**src/rtl/credit_tx_pkg.sv**
```systemverilog
// credit_tx_pkg: shared types and widths for the credit-based transmit link.
//   DATA_WIDTH   - payload width of a fabric word (predicate bit is added on top)
//   CREDIT_WIDTH - default credit counter width
//   WORD_W       - full word width on the link (payload + predicate)
//   tx_state_e   - transmit FSM encodings
//   next_state() - FSM state implied by next-cycle occupancy and credit status
package credit_tx_pkg;

    localparam int DATA_WIDTH   = 16;
    localparam int CREDIT_WIDTH = 3;
    localparam int WORD_W       = DATA_WIDTH + 1;

    typedef enum logic [1:0] {
        ST_IDLE    = 2'b00,
        ST_ACTIVE  = 2'b01,
        ST_STALL   = 2'b10,
        ST_ILLEGAL = 2'b11
    } tx_state_e;

    // The FSM is fully determined by whether the buffer holds words and
    // whether any credit remains after the current edge.
    function automatic tx_state_e next_state(input logic nonempty, input logic has_credit);
        if (!nonempty) begin
            return ST_IDLE;
        end else if (has_credit) begin
            return ST_ACTIVE;
        end else begin
            return ST_STALL;
        end
    endfunction

endpackage

```
**src/rtl/credit_tx_credit_cnt.sv**
```systemverilog
// credit_cnt: saturating up/down credit counter for the transmit link.
//   clk, rst_n  - clock, asynchronous active-low reset (loads INIT)
//   inc         - credit returned by downstream this cycle
//   dec         - word transmitted this cycle (caller guarantees count > 0)
//   count       - registered credit count
//   count_next  - value count takes at the next edge
//   ovf         - sticky: a credit arrived while already full with no pop
module credit_cnt #(
    parameter int INIT  = 4,
    parameter int CNT_W = 3
) (
    input  logic             clk,
    input  logic             rst_n,
    input  logic             inc,
    input  logic             dec,
    output logic [CNT_W-1:0] count,
    output logic [CNT_W-1:0] count_next,
    output logic             ovf
);

    localparam logic [CNT_W-1:0] INIT_C = CNT_W'(INIT);

    logic ovf_now;

    // NOTE: every signal written here gets a default first, so no path
    // leaves it unassigned and no latch is inferred.
    always_comb begin
        count_next = count;
        ovf_now    = 1'b0;
        if (inc && !dec) begin
            if (count == INIT_C) begin
                ovf_now = 1'b1;          // extra credit: hold at full, flag it
            end else begin
                count_next = count + CNT_W'(1);
            end
        end else if (dec && !inc) begin
            if (count != '0) begin
                count_next = count - CNT_W'(1);
            end
        end
    end

    // NOTE: sequential state uses non-blocking assignments so every register
    // samples pre-edge values regardless of statement order.
    always_ff @(posedge clk or negedge rst_n) begin
        if (!rst_n) begin
            count <= INIT_C;
            ovf   <= 1'b0;
        end else begin
            count <= count_next;
            if (ovf_now) begin
                ovf <= 1'b1;
            end
        end
    end

endmodule

```
**src/rtl/credit_tx.sv**
```systemverilog
// credit_tx: transmit end of a credit-based flow-control link.
// Buffers up to two core words and forwards them as single-cycle valid
// pulses while downstream credits remain.
//   clk, rst_n - clock, asynchronous active-low reset
//   d_in       - word from core (payload + predicate bit)
//   send       - core strobe; counts only when accept=1
//   accept     - buffer has room this cycle (registered state only)
//   credit_in  - one-cycle pulse from downstream returning one slot
//   d_out      - registered word to fabric
//   v_out      - registered; one pulse per transmitted word
//   credits    - current credit count
//   stall      - buffer non-empty and no credits
//   err        - sticky credit overflow
module credit_tx
    import credit_tx_pkg::*;
#(
    parameter int ID      = 0,
    parameter int CREDITS = 4,
    parameter int CNT_W   = CREDIT_WIDTH
) (
    input  logic              clk,
    input  logic              rst_n,
    input  logic [WORD_W-1:0] d_in,
    input  logic              send,
    output logic              accept,
    input  logic              credit_in,
    output logic [WORD_W-1:0] d_out,
    output logic              v_out,
    output logic [CNT_W-1:0]  credits,
    output logic              stall,
    output logic              err
);

    // A misconfigured instance loads zero credits and never transmits, so it
    // shows up immediately instead of silently overrunning downstream.
    localparam bit PARAMS_OK = (CREDITS >= 1) && (CREDITS <= 7) &&
                               (CREDITS < (1 << CNT_W)) && (ID >= 0);
    localparam int INIT_CREDITS = PARAMS_OK ? CREDITS : 0;

    logic [WORD_W-1:0] buf_mem [2];
    logic              rd_ptr;
    logic              wr_ptr;
    logic [1:0]        occ;
    logic [1:0]        occ_next;
    tx_state_e         state;
    tx_state_e         state_next;
    logic              push;
    logic              pop;
    logic [CNT_W-1:0]  credits_next;

    assign accept = (occ < 2'd2);
    assign push   = send & accept;
    // Pop needs a credit, which is what keeps the counter from underflowing.
    assign pop    = (occ != 2'd0) & (credits != '0);
    assign stall  = (state == ST_STALL);

    credit_cnt #(
        .INIT  (INIT_CREDITS),
        .CNT_W (CNT_W)
    ) u_credit_cnt (
        .clk        (clk),
        .rst_n      (rst_n),
        .inc        (credit_in),
        .dec        (pop),
        .count      (credits),
        .count_next (credits_next),
        .ovf        (err)
    );

    always_comb begin
        occ_next = occ;
        if (push && !pop) begin
            occ_next = occ + 2'd1;
        end else if (pop && !push) begin
            occ_next = occ - 2'd1;
        end
        state_next = (state == ST_ILLEGAL) ? ST_IDLE
                   : next_state(occ_next != 2'd0, credits_next != '0);
    end

    always_ff @(posedge clk or negedge rst_n) begin
        if (!rst_n) begin
            rd_ptr <= 1'b0;
            wr_ptr <= 1'b0;
            occ    <= 2'd0;
            state  <= ST_IDLE;
            v_out  <= 1'b0;
            d_out  <= '0;
        end else begin
            if (push) begin
                wr_ptr <= ~wr_ptr;
            end
            if (pop) begin
                rd_ptr <= ~rd_ptr;
                d_out  <= buf_mem[rd_ptr];
            end
            occ   <= occ_next;
            state <= state_next;
            v_out <= pop;
        end
    end

    // NOTE: buffer storage is deliberately not reset; occupancy and pointers
    // define validity, and leaving the array reset-free lets it map to plain flops/RAM.
    always_ff @(posedge clk) begin
        if (push) begin
            buf_mem[wr_ptr] <= d_in;
        end
    end

endmodule

```
**config.mk**
```make
export PLATFORM = sky130hd
export DESIGN_NAME = credit_tx
export DESIGN_NICKNAME = d
export VERILOG_FILES = /design/src/rtl/credit_tx_pkg.sv /design/src/rtl/credit_tx_credit_cnt.sv /design/src/rtl/credit_tx.sv
export SDC_FILE = /design/constraint.sdc
export NUM_CORES = 1
export LEC_CHECK = 0
export ABC_AREA = 1
export CORE_UTILIZATION = 55
export DETAILED_ROUTE_END_ITERATION = 8
export MAX_ROUTING_LAYER = met4
export PLACE_DENSITY = 0.94
export SLEW_MARGIN = 30
export SYNTH_ARGS = -nofsm -noshare
export SYNTH_HDL_FRONTEND = slang
export SYNTH_SLANG_ARGS = --single-unit
```
**constraint.sdc**
```tcl
create_clock -name clk -period 2.8 [get_ports clk]
set_input_delay 0.56 -clock clk [delete_from_list [all_inputs] [get_ports clk]]
set_output_delay 0.56 -clock clk [all_outputs]
set_load 0.03 [all_outputs]
```
==> reports/results.tsv <==
stage	metric	value	unit
sta	tns	0	ns
sta	hold_viol_final	0	
outcome	outcome	complete, no violations	
routing	vias	1641	
pwr	combPwrFrac	46.2	%
pwr	p_switching	1.66	mW
clocking	cts_buffers	9	
finish	multi_input_area	654	µm²
setup_path	cp-end-kind	output pin	
pwr	leakage	1.29	nW
sta	slew_headroom	57.9	%
global_routing	grt_start_max_net_pins	37	
pwr	p_seq_share	37.1	%
yosys	synth-compound-area-share	5.77	%
placed_design	portBuffers	44	
clocking	cts.sinks	62	
routing	via_per_inst	5.24	
sta	fin_ws	0.648	ns
yosys	synth_fa_ha_area_share	2.02	%
yosys	syn-num-nets	229	
hold_path	timing.hold.worst.class	flop to flop	
global_routing	grt_pass1_vias	1681	
setup_path	crit_path_start	u_credit_cnt.count[2]	
setup_path	criticalPathCategory	flop to output pin	
sta	finalMaxSlewViolations	0	
clocking	hold_buffers	0	
sta	period_needed	2.15	ns
yosys	netlist_area	2470	µm²
yosys	yosysSeqAreaShare	69.7	%
setup_path	critPathSlowestCell	clkdlybuf4s50_1	
yosys	yosysWarnings	0	
yosys	synth_xor_area_share	1.06	%
setup_path	regToRegStartpoint	rd_ptr	
yosys	muxShareOfSynthArea	0	%
floorplan	ioPinCount	45	
pwr	p_sw_share	41.4	%
setup_path	crit_path_max_fanout	6	
routing	ant_nets	0	
setup_path	critPathRequiredTime	2.24	ns
clocking	cts.clk_slew.worst_paths	0.06	ns
floorplan	die_y	69.1	µm
finish	antennaDiodeCount	0	
clocking	htree_levels	3	
setup_path	critical_path_buf_inv_count	1	
routing	drc	0	
setup_path	crit_arrival	1.59	ns
clocking	tritoncts	yes	
floorplan	coreArea	4320	µm²
sta	hold-worst-slack	0.495	ns
placed_design	gp_congestion	0.806	
finish	final_nets	281	
pwr	ir_worst_vdd	824	µV
yosys	ys_ff_latch	62	
clocking	cts_resized	0	
routing	drtIter0Drc	71	
yosys	synth_cells	204	
placed_design	dp_hpwl	2.99	mm
floorplan	die_area	4770	µm²
finish	final_common_cell	nand2_1	
global_routing	grt_pass1_wl	7.38	mm
yosys	avgSynthCellArea	12.1	µm²
floorplan	die_w	69.1	µm
finish	drive_gt1_share	14.9	%
floorplan	start_util	57.2	%
clocking	root_buffer	clkbuf_8	
sta	setup_viol	0	
pwr	power.clock.fraction	16.7	%
global_routing	grt_antenna_before_repair	0	
flow_run	max_cap_violations	0	
routing	drt_first_pass_iters	4	
pwr	power_density	1270	nW/µm²
yosys	synth_top_family_by_area	simple AND/OR/NAND/NOR gates	
sta	rsz0062_at_grt	false	
finish	fillers	283	
setup_path	path_cells	clkdlybuf4s50_1	
routing	wirelength	4.39	mm
hold_path	worstHoldStart	u_credit_cnt.ovf	
pwr	internal_power	2.34	mW
routing	wire_per_inst	14.0	µm
finish	final_cell_mix	nand2_1 (50), clkdlybuf4s50_1 (44), edfxtp_1 (34), dfrtp_1 (27), nor2_1 (20)	
clocking	insertion_delay	0.33	ns
setup_path	crit_family	buffers and inverters	
sta	skew	0.00723	ns
placed_design	dp_slack	0.864	ns
global_routing	track_usage	21.8	%
setup_path	slowest_delay	0.68	ns
global_routing	overflow	0	
clocking	post_cts_buffers	0	
sta	fmax	465	MHz
clocking	clockBufferDepth	2	
yosys	synthSimpleGateAreaFrac	17.6	%
sta	period_share	76.9	%
finish	syn2layout_area_growth	27.2	%
yosys	synth_cell_types	28	
sta	tightest_slew	0.632	ns
setup_path	startpoint_type	flop	
finish	seq_area	1720	µm²
floorplan	rows	24	
[sequential cells by signal, indices dropped and copies added (netlist names)]
| signal | count |
|---|---|
| d_out | 17 |
| u_credit_cnt.ovf | 1 |
| rd_ptr | 1 |
| occ | 2 |
| buf_mem | 34 |
| wr_ptr | 1 |
| u_credit_cnt.count | 3 |
| state | 2 |
| v_out | 1 |
[per-stage QoR]
stage / instances / instance area [µm²] / utilization [%] / total power, mW
2_1_floorplan: 204 / 2470 / - / 2.76
3_3_place_gp: 297 / 2970 / 68.7 / 3.26
3_5_place_dp: 297 / 2970 / 68.7 / 3.35
4_1_cts: 313 / 3150 / 72.7 / 4.03
5_1_grt: 313 / 3150 / 72.7 / 4.27
6_report: 313 / 3150 / 72.7 / 4.00
[cells in the mapped netlist]
cell type,n,share of area [%]
a21oi_1,2,0.40
a21oi_2,1,0.35
a31oi_1,17,4.3
buf_2,4,0.81
buf_4,1,0.30
clkbuf_1,1,0.15
clkinv_1,1,0.15
clkinv_4,1,0.35
dfrtp_1,27,27
dfstp_2,1,1.1
edfxtp_1,34,41
ha_1,4,2.0
inv_1,11,1.7
inv_2,3,0.46
nand2_1,50,7.6
nand2_2,7,1.8
nand2_4,1,0.46
nand2_8,2,1.6
nand3_1,5,1.0
nand3_2,2,0.81
nand3b_4,1,0.81
nor2_1,20,3.0
nor2_2,2,0.51
o21ai_0,1,0.20
o21ai_1,1,0.20
o21bai_1,1,0.30
xnor2_1,1,0.35
xor2_1,2,0.71
[per-layer routing]
metal  track usage [%]  part of all wire [%]
met1              23.3                    38
met2              36.0                    54
met3              4.68                   4.3
met4              15.0                   3.5
met5                 -                     0
[power by group through the flow]
stage	combinational, mW	clock, mW	sequential, mW
final	1.85	0.669	1.48
after global routing	2.03	0.717	1.52
after CTS	1.86	0.687	1.48
after detailed placement	1.85	0	1.50
after global placement	1.78	0	1.48
after floorplan	1.01	0	1.75
[final timing paths]
kind / to / slack, ns / depth (start not counted)
max in group asynchronous: d_out[11] / 1.59 / 2
setup / recovery: credits[2] / 0.65 / 1
hold / removal: u_credit_cnt.ovf / 0.50 / 1
setup reg to reg: d_out[16] / 0.94 / 3
min in group asynchronous: d_out[4] / 0.59 / 1
hold reg to reg: u_credit_cnt.ovf / 0.50 / 1
[cell families (layout without fill, tap and decap cells)]
family / count (synthesis) / count (layout)
simple gates: 90 / 90
flops: 62 / 62
compound gates: 23 / 23
buf+inv: 22 / 79
xor+xnor: 3 / 3
fa+ha+maj: 4 / 4
[layout make-up]
cell class	count	share of cell area [%]
flip-flops and latches	62	54.8
multi-input cells	120	20.8
repair buffers	47	14.7
clock buffers	11	4.81
inverters	16	2.07
well taps	52	2.07
clock inverters	5	0.756
No activity file was read; power rests on OpenSTA's default activity.
